$ cat config.mk
export PLATFORM = sky130hd
export DESIGN_NAME = regfile_mp_flat
export DESIGN_NICKNAME = d
export VERILOG_FILES = /design/src/rtl/regfile_mp_if.sv /design/src/rtl/regfile_mp.sv /design/src/flat_wrapper.sv
export SDC_FILE = /design/constraint.sdc
export NUM_CORES = 1
export LEC_CHECK = 0
export CAP_MARGIN = 20
export CORE_MARGIN = 3
export CORE_UTILIZATION = 45
export CTS_CLUSTER_SIZE = 8
export DETAILED_ROUTE_END_ITERATION = 6
export DONT_BUFFER_PORTS = 1
export GPL_TIMING_DRIVEN = 0
export REMOVE_ABC_BUFFERS = 1
export SYNTH_ARGS = -nofsm -noshare
export SYNTH_HDL_FRONTEND = slang
export SYNTH_SLANG_ARGS = --single-unit
$ cat constraint.sdc
create_clock -name clk -period 5.5 [get_ports clk]
set_clock_uncertainty 0.15 [all_clocks]
set_input_delay 0.55 -clock clk [delete_from_list [all_inputs] [get_ports clk]]
set_output_delay 0.55 -clock clk [all_outputs]
set_load 0.01 [all_outputs]
$ cat src/rtl/regfile_mp_if.sv
// Register-file bus: decode-side reads/issue and writeback-side writes, plus clear control.
// The pipeline (master) drives addresses/data/enables; the register file (slave) returns data and hazards.
`timescale 1ns/1ps
interface regfile_mp_if #(
  parameter int DATA_W = 8,
  parameter int ADDR_W = 3
);
  logic [ADDR_W-1:0] readREG1, readREG2;
  logic [DATA_W-1:0] readDATA1, readDATA2;
  logic              pend1, pend2;
  logic [ADDR_W-1:0] writeREG, writeREG2;
  logic [DATA_W-1:0] writeDATA, writeDATA2;
  logic              writeCTRL, writeCTRL2;
  logic [ADDR_W-1:0] issueREG;
  logic              issueCTRL;
  logic              clrREQ;
  logic              clrBUSY;

  modport master (
    output readREG1, readREG2, writeREG, writeDATA, writeCTRL,
           writeREG2, writeDATA2, writeCTRL2, issueREG, issueCTRL, clrREQ,
    input  readDATA1, readDATA2, pend1, pend2, clrBUSY
  );

  modport slave (
    input  readREG1, readREG2, writeREG, writeDATA, writeCTRL,
           writeREG2, writeDATA2, writeCTRL2, issueREG, issueCTRL, clrREQ,
    output readDATA1, readDATA2, pend1, pend2, clrBUSY
  );
endinterface

$ cat src/rtl/regfile_mp.sv
// Parametrised 2R/2W register file with same-cycle write bypass, per-register
// pending scoreboard and a one-entry-per-cycle clear sweep.
`timescale 1ns/1ps
module regfile_mp_entry #(
  parameter int DATA_W = 8
) (
  input  logic              clk,
  input  logic              rst,
  input  logic              clr,
  input  logic              wr_en,
  input  logic [DATA_W-1:0] wr_data,
  input  logic              set_pend,
  output logic [DATA_W-1:0] data,
  output logic              pend
);
  logic [DATA_W-1:0] data_q, data_d;
  logic              pend_q, pend_d;

  // An issue landing together with a writeback keeps the entry pending.
  always_comb begin
    data_d = data_q;
    pend_d = pend_q;
    if (clr) begin
      data_d = '0;
      pend_d = 1'b0;
    end else begin
      if (wr_en) begin
        data_d = wr_data;
        pend_d = 1'b0;
      end
      if (set_pend) pend_d = 1'b1;
    end
  end

  always_ff @(posedge clk) begin
    if (rst) begin
      data_q <= '0;
      pend_q <= 1'b0;
    end else begin
      data_q <= data_d;
      pend_q <= pend_d;
    end
  end

  assign data = data_q;
  assign pend = pend_q;
endmodule

module regfile_mp #(
  parameter int DATA_W   = 8,
  parameter int ADDR_W   = 3,
  parameter int ZERO_REG = 0
) (
  input  logic clk,
  input  logic rst,
  regfile_mp_if.slave rf
);
  localparam int DEPTH = 2 ** ADDR_W;

  typedef enum logic {IDLE, SWEEP} state_t;

  state_t            state_q;
  logic [ADDR_W-1:0] ptr_q;
  logic              busy_q;

  logic                         idle, wa, wb, iss;
  logic [DEPTH-1:0][DATA_W-1:0] mem;
  logic [DEPTH-1:0]             pend_v;
  logic [1:0][ADDR_W-1:0]       ra;
  logic [1:0][DATA_W-1:0]       rd;
  logic [1:0]                   pd;

  assign idle = (state_q == IDLE);
  // Accesses to the hardwired zero register are dropped at the source.
  assign wa  = idle && rf.writeCTRL  && !(ZERO_REG != 0 && rf.writeREG  == '0);
  assign wb  = idle && rf.writeCTRL2 && !(ZERO_REG != 0 && rf.writeREG2 == '0);
  assign iss = idle && rf.issueCTRL  && !(ZERO_REG != 0 && rf.issueREG  == '0);

  for (genvar i = 0; i < DEPTH; i++) begin : g_ent
    if (ZERO_REG != 0 && i == 0) begin : g_zero
      assign mem[i]    = '0;
      assign pend_v[i] = 1'b0;
    end else begin : g_reg
      logic hit_a, hit_b;
      assign hit_a = wa && (rf.writeREG  == ADDR_W'(i));
      assign hit_b = wb && (rf.writeREG2 == ADDR_W'(i));
      regfile_mp_entry #(.DATA_W(DATA_W)) u_ent (
        .clk      (clk),
        .rst      (rst),
        .clr      (!idle && (ptr_q == ADDR_W'(i))),
        .wr_en    (hit_a || hit_b),
        .wr_data  (hit_a ? rf.writeDATA : rf.writeDATA2),
        .set_pend (iss && (rf.issueREG == ADDR_W'(i))),
        .data     (mem[i]),
        .pend     (pend_v[i])
      );
    end
  end

  assign ra = {rf.readREG2, rf.readREG1};

  // wa/wb are already gated by IDLE, so the sweep sees raw array contents.
  always_comb begin
    rd = '0;
    pd = '0;
    for (int p = 0; p < 2; p++) begin
      if (wa && rf.writeREG == ra[p])       rd[p] = rf.writeDATA;
      else if (wb && rf.writeREG2 == ra[p]) rd[p] = rf.writeDATA2;
      else                                  rd[p] = mem[ra[p]];
      pd[p] = pend_v[ra[p]] &&
              !((wa && rf.writeREG == ra[p]) || (wb && rf.writeREG2 == ra[p]));
    end
  end

  assign rf.readDATA1 = rd[0];
  assign rf.readDATA2 = rd[1];
  assign rf.pend1     = pd[0];
  assign rf.pend2     = pd[1];
  assign rf.clrBUSY   = busy_q;

  // Terminal compare precedes the increment, so the sweep never wraps.
  always_ff @(posedge clk) begin
    if (rst) begin
      state_q <= IDLE;
      ptr_q   <= '0;
      busy_q  <= 1'b0;
    end else begin
      case (state_q)
        IDLE: begin
          if (rf.clrREQ) begin
            state_q <= SWEEP;
            ptr_q   <= '0;
            busy_q  <= 1'b1;
          end
        end
        SWEEP: begin
          if (ptr_q == ADDR_W'(DEPTH - 1)) begin
            state_q <= IDLE;
            ptr_q   <= '0;
            busy_q  <= 1'b0;
          end else begin
            ptr_q <= ptr_q + 1'b1;
          end
        end
        default: begin
          state_q <= IDLE;
          ptr_q   <= '0;
          busy_q  <= 1'b0;
        end
      endcase
    end
  end
endmodule

$ cat src/flat_wrapper.sv
// flat-port wrapper written by rule: the top's interface ports become plain ports
module regfile_mp_flat 
#(
  parameter int DATA_W   = 8,
  parameter int ADDR_W   = 3,
  parameter int ZERO_REG = 0
)
  (clk, rst, rf_readREG1, rf_readREG2, rf_writeREG, rf_writeDATA, rf_writeCTRL, rf_writeREG2, rf_writeDATA2, rf_writeCTRL2, rf_issueREG, rf_issueCTRL, rf_clrREQ, rf_readDATA1, rf_readDATA2, rf_pend1, rf_pend2, rf_clrBUSY);
  regfile_mp_if #(.DATA_W(DATA_W), .ADDR_W(ADDR_W)) rf_i ();
  input  logic clk;
  input  logic rst;
  input wire logic [$bits(rf_i.readREG1)-1:0] rf_readREG1;
  input wire logic [$bits(rf_i.readREG2)-1:0] rf_readREG2;
  input wire logic [$bits(rf_i.writeREG)-1:0] rf_writeREG;
  input wire logic [$bits(rf_i.writeDATA)-1:0] rf_writeDATA;
  input wire logic [$bits(rf_i.writeCTRL)-1:0] rf_writeCTRL;
  input wire logic [$bits(rf_i.writeREG2)-1:0] rf_writeREG2;
  input wire logic [$bits(rf_i.writeDATA2)-1:0] rf_writeDATA2;
  input wire logic [$bits(rf_i.writeCTRL2)-1:0] rf_writeCTRL2;
  input wire logic [$bits(rf_i.issueREG)-1:0] rf_issueREG;
  input wire logic [$bits(rf_i.issueCTRL)-1:0] rf_issueCTRL;
  input wire logic [$bits(rf_i.clrREQ)-1:0] rf_clrREQ;
  output wire logic [$bits(rf_i.readDATA1)-1:0] rf_readDATA1;
  output wire logic [$bits(rf_i.readDATA2)-1:0] rf_readDATA2;
  output wire logic [$bits(rf_i.pend1)-1:0] rf_pend1;
  output wire logic [$bits(rf_i.pend2)-1:0] rf_pend2;
  output wire logic [$bits(rf_i.clrBUSY)-1:0] rf_clrBUSY;
  assign rf_i.readREG1 = rf_readREG1;
  assign rf_i.readREG2 = rf_readREG2;
  assign rf_i.writeREG = rf_writeREG;
  assign rf_i.writeDATA = rf_writeDATA;
  assign rf_i.writeCTRL = rf_writeCTRL;
  assign rf_i.writeREG2 = rf_writeREG2;
  assign rf_i.writeDATA2 = rf_writeDATA2;
  assign rf_i.writeCTRL2 = rf_writeCTRL2;
  assign rf_i.issueREG = rf_issueREG;
  assign rf_i.issueCTRL = rf_issueCTRL;
  assign rf_i.clrREQ = rf_clrREQ;
  assign rf_readDATA1 = rf_i.readDATA1;
  assign rf_readDATA2 = rf_i.readDATA2;
  assign rf_pend1 = rf_i.pend1;
  assign rf_pend2 = rf_i.pend2;
  assign rf_clrBUSY = rf_i.clrBUSY;
  regfile_mp #(.DATA_W(DATA_W), .ADDR_W(ADDR_W), .ZERO_REG(ZERO_REG)) u_core (.clk(clk), .rst(rst), .rf(rf_i));
endmodule
Yosys cells after proc, flatten, opt, wreduce, memory -nomap -nowiden
Cells that the tools add are included.

$add $sub $neg: 1. Mux-type cells: 45. Reductions and logical operators: 74. Bitwise operators: 1. Equality and inequality tests: 34. Magnitude comparators: 2.

Operators by type and width (count): 8-bit 2-to-1 mux (14); 8-bit binary-select mux with 3-bit select (2); 3-bit == test (second input constant) (16); 1-bit logical AND (41); 3-bit by 2-bit == test with 1-bit output (second input constant) (8); 1-bit 2-to-1 mux (22); 2-bit nonzero test (8); 2-bit OR reduction (8); 3-bit by 1-bit == test with 1-bit output (second input constant) (4); 3-bit == test (4); 3-bit zero test (4); 1-bit logical OR (10); 3-bit by 4-bit less-than comparator with 1-bit output (second input constant) (2); 1-bit binary-select mux with 3-bit select (2); 3-bit 2-to-1 mux (2); 3-bit case mux with 2 select lines (1); 2-bit inequality test (second input constant) (2); 1-bit case mux with 2 select lines (2); 3-bit by 1-bit adder with 3-bit output (second input constant) (1); 1-bit zero test (2); 2-bit AND reduction (1); 1-bit inverter (1).

Output and inout port bits: 19. Word-level logic and storage cells: 176. Bits of input ports: 37. Bits in registers: 77.

Longest topological paths before layout
Gate-level depths: netlist of the first run.

Word-level depth: 6. Gate-level depth with buffers: 7. Gate-level depth less buffers: 5.

Hierarchy
From an unflattened synthesis of the first run, not the netlist that was laid out.

Cells, all modules: 549. Area total of the unflattened synthesis: 5616.6 sq um.

By module, submodules not included: regfile_mp (cells each 301, sequential area each 100.1 sq um, area an instance 3014.1 sq um, times used 1); regfile_mp_entry (cells each 31, sequential area each 180.2 sq um, area an instance 325.3 sq um, times used 8).

Worst setup path before layout of the first run
No wires, ideal clock.

Kind: input to output. From: input rf_readREG1[2]. To: output rf_readDATA1[5]. Slack: 2.901 ns. Arrival: 1.899 ns. Data required time: 4.800 ns. Stages on the path: 6. Buffers on the path: 2. Path through: buf_4 > buf_6 > mux4_2 > mux2_2 > mux2i_1 > o21ai_0.

Longest elaborated chain between the ends: 4. Elaborated cells between the ends (all ways): 8.

RTL lines: start: declaration (line flat_wrapper.sv:12) `input wire logic [$bits(rf_i.readREG1)-1:0] rf_readREG1;`; 8-bit binary-select mux with 3-bit select / 3-bit == test (equally long branches) (line regfile_mp.sv:109, regfile_mp.sv:108); 8-bit 2-to-1 mux (implied by the code) / 1-bit logical AND (equally long branches) (line regfile_mp.sv:109, regfile_mp.sv:108); 8-bit 2-to-1 mux (line regfile_mp.sv:108) `else if (wb && rf.writeREG2 == ra[p]) rd[p] = rf.writeDATA2;`; 8-bit 2-to-1 mux * (line regfile_mp.sv:107) `if (wa && rf.writeREG == ra[p]) rd[p] = rf.writeDATA;`; end: declaration (line flat_wrapper.sv:23) `output wire logic [$bits(rf_i.readDATA1)-1:0] rf_readDATA1;`.

Mark *: on every way between the ends. The rest lies on a longest branch, timed or not. The select of a mux whose other input is x is not followed.

Worst setup path after layout of the first run
From: register u_core.state_q. To: output rf_readDATA2[0].

Longest elaborated chain between the ends: 5. Elaborated cells between the ends (all ways): 7.

RTL lines: start: declaration (line regfile_mp.sv:62) `state_t state_q;`; start signal: assignment (line regfile_mp.sv:124) `state_q <= IDLE;`; start signal: assignment (line regfile_mp.sv:131) `state_q <= SWEEP;`; start signal: assignment (line regfile_mp.sv:138) `state_q <= IDLE;`; 1-bit inverter * (line regfile_mp.sv:73) `assign idle = (state_q == IDLE);`; 1-bit logical AND (line regfile_mp.sv:76) `assign wb = idle && rf.writeCTRL2 && !(ZERO_REG != 0 && rf.writeREG2 == '0);`; 1-bit logical AND (line regfile_mp.sv:108); 8-bit 2-to-1 mux (line regfile_mp.sv:108); 8-bit 2-to-1 mux * (line regfile_mp.sv:107); end: declaration (line flat_wrapper.sv:24) `output wire logic [$bits(rf_i.readDATA2)-1:0] rf_readDATA2;`.

Mark *: on every way between the ends. The rest lies on a longest branch, timed or not.

==> run metrics, run 1 <==
Final setup viols=0; status=complete, no violations; Total GRT Usage=0.263; most frequent cell after synthesis=mux2i_1; post-route ant nets=0; worst r2r src=u_core.state_q; R2R depth=5; dpl ws=2.24 ns; IO buf count=0; Ports=56; PwrDens=252 mW/mm^2; Hold/Removal Path Class=input port to flop; H-tree depth=3; Cell Area, Synth=0.00525 sq mm; Die X=114 um; Mapped Cells=536; DR WL/cell=25.8 um; portion of total power attributed to combinational logic=0.122; yosys warns=0; Critical R2R Capture=u_core.g_ent[3].g_reg.u_ent.data[5]; TritonCTS buffer count=9; area fraction of the dominant cell type after synthesis=0.293; asr flop ratio synth=0; ant diodes=0; Area Overhead vs Synth=5.79%; Worst Path Required=4.80 ns; num rows=38; Final Hold Viols=0; Main synth FF type=dfxtp_1; Slew Viols, Final=0; largest net degree at the start of global routing=25; clock root cell=clkbuf_16; GRT Residual Overflow=0; worst slew pin tran=1.09 ns; Pint=0.00105 W; WS Path Type=flop to output pin; sequential area share after synthesis=0.293; total clock sinks=77; FF-to-FF setup slack=2.99 ns; post-synth cell types=39; placer congestion estimate=0.846; CTS tree=yes; Post-CTS Setup Inserts=0; Max IR drop VDD=142 uV; Tmin final=3.66 ns; Startpoint Class=flop; flops & latches, synth=77; Final WS setup=1.84 ns; DR DRC count=0; Syn Area/Cell=9.80 sq um; share of cells above drive strength 1=0.176; post-route insts no fill=641; cts hold-fix bufs=0; placed insts=624; vias per cell=6.59; initial antenna violation count=0; fill count=1,003; clk slew on worst S/H paths=0.06 ns; die height=114 um; biggest area consumer among synthesized cells=dfxtp_1; Starting DRT DRC Count=439; CTS resizes=0; Worst setup EP type=output pin; Max Fclk=0.274 GHz; Slew HR=0.267; most frequent cells after synthesis=mux2i_1, nor2_1, dfxtp_1; EDFF count, synth=0; total core area=0.0111 sq mm; Crit. Startpoint=u_core.state_q; CTS Buffer Depth=2; Synth area leaders=dfxtp_1, mux2i_1, mux4_2, a211oi_1, nor2_1; drt first pass iters=5; final WL=16,500 um; net total in the final layout=539; Clk pwr share=0.448; Leakage Power=1.91 nW; setup_tns=0 ns; initial core utilization=0.472; CP Capture Point=rf_readDATA2[0]; vias in the first global route=4,290; die area=0.0130 sq mm; dpl hpwl=10,400 um; crit share post-route=0.665; Net Sw Power=0.000349 W; first-pass GRT wire length=25,500 um; crit path DAT=2.96 ns; via count=4,223; max-cap viol count=0; RSZ-0062 raised after global routing=no; Skew-Pair Late Insertion Delay=0.34 ns; sw frac=0.249; crit path max fanout=24; Flop pwr share=0.430
## cells by family (layout without fill, tap and decap cells)
group,Yosys count,count (layout),share of synthesized area
fa+ha+maj,6,6,0.0143
flops,77,77,0.293
buf+inv,61,26,0.0543
simple gates,146,146,0.137
compound gates,100,100,0.136
xor+xnor,12,12,0.0200
mux,134,134,0.345
## registers in the layout, indices dropped and copies added (netlist names)
register,cells
u_core.g_ent.g_reg.u_ent.pend,8
u_core.rf.clrBUSY,1
u_core.state_q,1
u_core.g_ent.g_reg.u_ent.data,64
u_core.ptr_q,3
## worst min path at each step
stage,startpoint,endpoint,depth (start not counted)
final,rst,u_core.ptr_q[1],1
after detailed placement,u_core.g_ent[3].g_reg.u_ent.pend,u_core.g_ent[3].g_reg.u_ent.pend,2
after floorplan,u_core.g_ent[7].g_reg.u_ent.pend,u_core.g_ent[7].g_reg.u_ent.pend,2
after global routing,rst,u_core.ptr_q[2],1
after CTS,rst,u_core.ptr_q[2],1
after global placement,u_core.g_ent[3].g_reg.u_ent.pend,u_core.g_ent[3].g_reg.u_ent.pend,2
## placed cells by master (no fill, tap or decap), types with 5 or more instances in the layout
| cell | count |
|---|---|
| nor2_1 | 80 |
| a211oi_1 | 64 |
| mux2i_1 | 82 |
| a32oi_1 | 6 |
| ha_1 | 6 |
| a21o_1 | 5 |
| nand3_1 | 5 |
| xor2_1 | 12 |
| dfxtp_1 | 77 |
| mux2_2 | 16 |
| nand2_1 | 27 |
| clkbuf_16 | 9 |
| nor2b_1 | 5 |
| mux4_2 | 36 |
| o21ai_0 | 16 |
## per-stage QoR
step / hold slack, ns / area [sq um] / power [W] / util
2_1_floorplan: 0.318 / 4980 / 0.000737 / -
3_3_place_gp: 0.343 / 5160 / 0.000773 / 0.464
3_5_place_dp: 0.350 / 5230 / 0.000781 / 0.470
4_1_cts: 0.116 / 5540 / 0.00140 / 0.498
5_1_grt: 0.125 / 5560 / 0.00145 / 0.500
6_report: 0.122 / 5560 / 0.00140 / 0.500
## area by class of cell
| class | count | area [sq um] | share of cell area |
|---|---|---|---|
| repair buffers | 6 | 60.1 | 0.0108 |
| clock inverters | 3 | 42.5 | 0.00765 |
| well taps | 140 | 175 | 0.0315 |
| multi-input cells | 398 | 3450 | 0.621 |
| flip-flops and latches | 77 | 1540 | 0.277 |
| inverters | 4 | 15.0 | 0.00270 |
| clock buffers | 13 | 270 | 0.0486 |
## per-layer routing
| metal | track usage | up-vias | share of wire |
|---|---|---|---|
| met2 | 0.408 | 161 | 0.47 |
| li1 | - | 1919 | - |
| met3 | 0.0597 | 20 | 0.075 |
| met1 | 0.364 | 2123 | 0.44 |
| met4 | 0.0911 | 0 | 0.018 |
| met5 | 0 | - | 0 |
## power by group through the flow
stage	clock network [W]	registers [W]	logic [W]
6_report	0.000628	0.000602	0.000171
5_1_grt	0.000658	0.000604	0.000184
4_1_cts	0.000634	0.000601	0.000169
3_5_place_dp	0	0.000613	0.000168
3_3_place_gp	0	0.000612	0.000161
2_1_floorplan	0	0.000606	0.000130
## worst max-delay path, stage by stage, from the launching register on
cell      delay (ns)
dfxtp_1         0.62
nand2b_1        0.34
nor4_2          0.90
buf_4           0.33
mux2i_1         0.09
o21ai_0         0.33
Note: power is estimated with default switching activity, not from simulation.
==> inputs of run 2 (changes only) <==
- clock period: 5.5 -> 3.3 ns (I/O delays scaled with it)
==> run 2 against run 1 <==
Compared with the run above: combinational power grew 70%; via count grew 1.2%; flip-flop and latch count is the same; highest routed layer unchanged.
==> run metrics, run 2 (synthesis results as in run 1) <==
DR DRC count=0; clock root cell=clkbuf_16; R2R depth=5; Leakage Power=1.93 nW; Startpoint Class=flop; Flop pwr share=0.429; crit path max fanout=24; Cell Area, Placed=0.00523 sq mm; IO buf count=0; max reg flops=64; Total GRT Usage=0.264; Worst setup EP type=output pin; Area Overhead vs Synth=6.53%; Skew-Pair Late Insertion Delay=0.34 ns; commonest non-fill, non-tap cells in the layout=mux2i_1, nor2_1, dfxtp_1; Final setup viols=0; vias per cell=6.64; DR WL/cell=25.8 um; crit share post-route=0.925; commonest non-fill, non-tap cell in the layout=mux2i_1; GRT Residual Overflow=0; portion of total power attributed to combinational logic=0.125; WHS Path Cells=2; dpl hpwl=10,400 um; share of cells above drive strength 1=0.175; Tmin final=3.05 ns; Worst Path Required=2.82 ns; CTS tree=yes; FF+latch area=0.00154 sq mm; Hold/Removal Path Class=input port to flop; vias in the first global route=4,300; area of the multi-input gates=0.00346 sq mm; sw frac=0.249; placed insts=624; crit path DAT=2.57 ns; Die X=114 um; Ports=56; Pint=0.00175 W; status=complete, no violations; placer congestion estimate=0.846; Slew Viols, Final=0; initial core utilization=0.472; die height=114 um; fill count=1,002; post-route insts no fill=644; final WL=16,600 um; clk slew on worst S/H paths=0.05 ns; WS Path Type=flop to output pin; num rows=38; Max IR drop VDD=235 uV; total clock sinks=77; drt first pass iters=4; CTS Buffer Depth=2; H-tree depth=3; ant diodes=0; total core area=0.0111 sq mm; net total in the final layout=542; RSZ-0062 raised after global routing=no; TritonCTS buffer count=9; post-route ant nets=0; Clk pwr share=0.446; Design Area, Final=0.00560 sq mm; via count=4,273; Slew HR=0.272; Net Sw Power=0.000582 W; worst slew pin tran=1.08 ns; Final Hold Viols=0; Post-CTS Setup Inserts=0; initial antenna violation count=0; die area=0.0130 sq mm; max-cap viol count=0; Starting DRT DRC Count=471; Max Fclk=0.328 GHz; largest net degree at the start of global routing=25; PwrDens=418 mW/mm^2; first-pass GRT wire length=25,600 um
[run 2: changes by cell type in the layout (fill, tap and decap cells not counted)]
cell | before | now
o21ai_0 | 16 | 15
dlygate4sd3_1 | 0 | 3
nor4_4 | 3 | 4
nor4_2 | 2 | 1
o21ai_1 | 0 | 1
[run 2: what timing repair did]
item	4_1_cts	5_1_grt
gates resized for setup	1	1
setup endpoints to repair	5	6
pin swaps	0	1
hold endpoints to repair	7	0
hold buffers	3	0
[run 2: final timing paths]
| check | from | endpoint | slack (ns) |
|---|---|---|---|
| min reg2reg | u_core.g_ent[3].g_reg.u_ent.pend | u_core.g_ent[3].g_reg.u_ent.pend | 0.36 |
| max | u_core.state_q | rf_readDATA2[0] | 0.25 |
| max reg2reg | u_core.state_q | u_core.g_ent[3].g_reg.u_ent.data[5] | 0.76 |
| min | rf_issueREG[1] | u_core.g_ent[7].g_reg.u_ent.pend | 0.02 |
[run 2: area by class of cell]
| type | count | share of cell area |
|---|---|---|
| inverters | 4 | 0.00268 |
| clock inverters | 3 | 0.00760 |
| clock buffers | 13 | 0.0483 |
| repair buffers | 9 | 0.0161 |
| multi-input cells | 398 | 0.619 |
| flip-flops and latches | 77 | 0.275 |
| well taps | 140 | 0.0313 |
[run 2: power by group through the flow]
stage / registers (W) / clock network (W) / logic [W]
4_1_cts: 0.00100 / 0.00106 / 0.000288
3_3_place_gp: 0.00102 / 0 / 0.000269
2_1_floorplan: 0.00101 / 0 / 0.000217
3_5_place_dp: 0.00102 / 0 / 0.000281
6_report: 0.00100 / 0.00104 / 0.000291
5_1_grt: 0.00101 / 0.00110 / 0.000312
[run 2: routing by layer]
metal  routed length (um)  GRT usage
met1                 7170      0.367
met2                 7660      0.408
met3                 1440     0.0597
met4                  318     0.0911
met5                    0          0
[run 2: worst max-delay path, cell delays in order, from the launching register on]
cell      delay, ns
dfxtp_1        0.63
nand2b_1       0.36
nor4_4         0.51
buf_4          0.31
mux2i_1        0.09
o21ai_0        0.33
[run 2: stage by stage]
step | setup WS [ns] | hold slack, ns | TNS (ns) | util | total power (W)
after floorplan | 0.226 | 0.252 | 0 | - | 0.00123
after global placement | -1.37 | 0.254 | -22.37 | 0.464 | 0.00129
after detailed placement | 0.260 | 0.256 | 0 | 0.470 | 0.00130
after CTS | 0.0386 | 0.00533 | 0 | 0.502 | 0.00235
after global routing | 0.126 | 0.0140 | 0 | 0.503 | 0.00242
final | 0.249 | 0.0150 | 0 | 0.503 | 0.00234
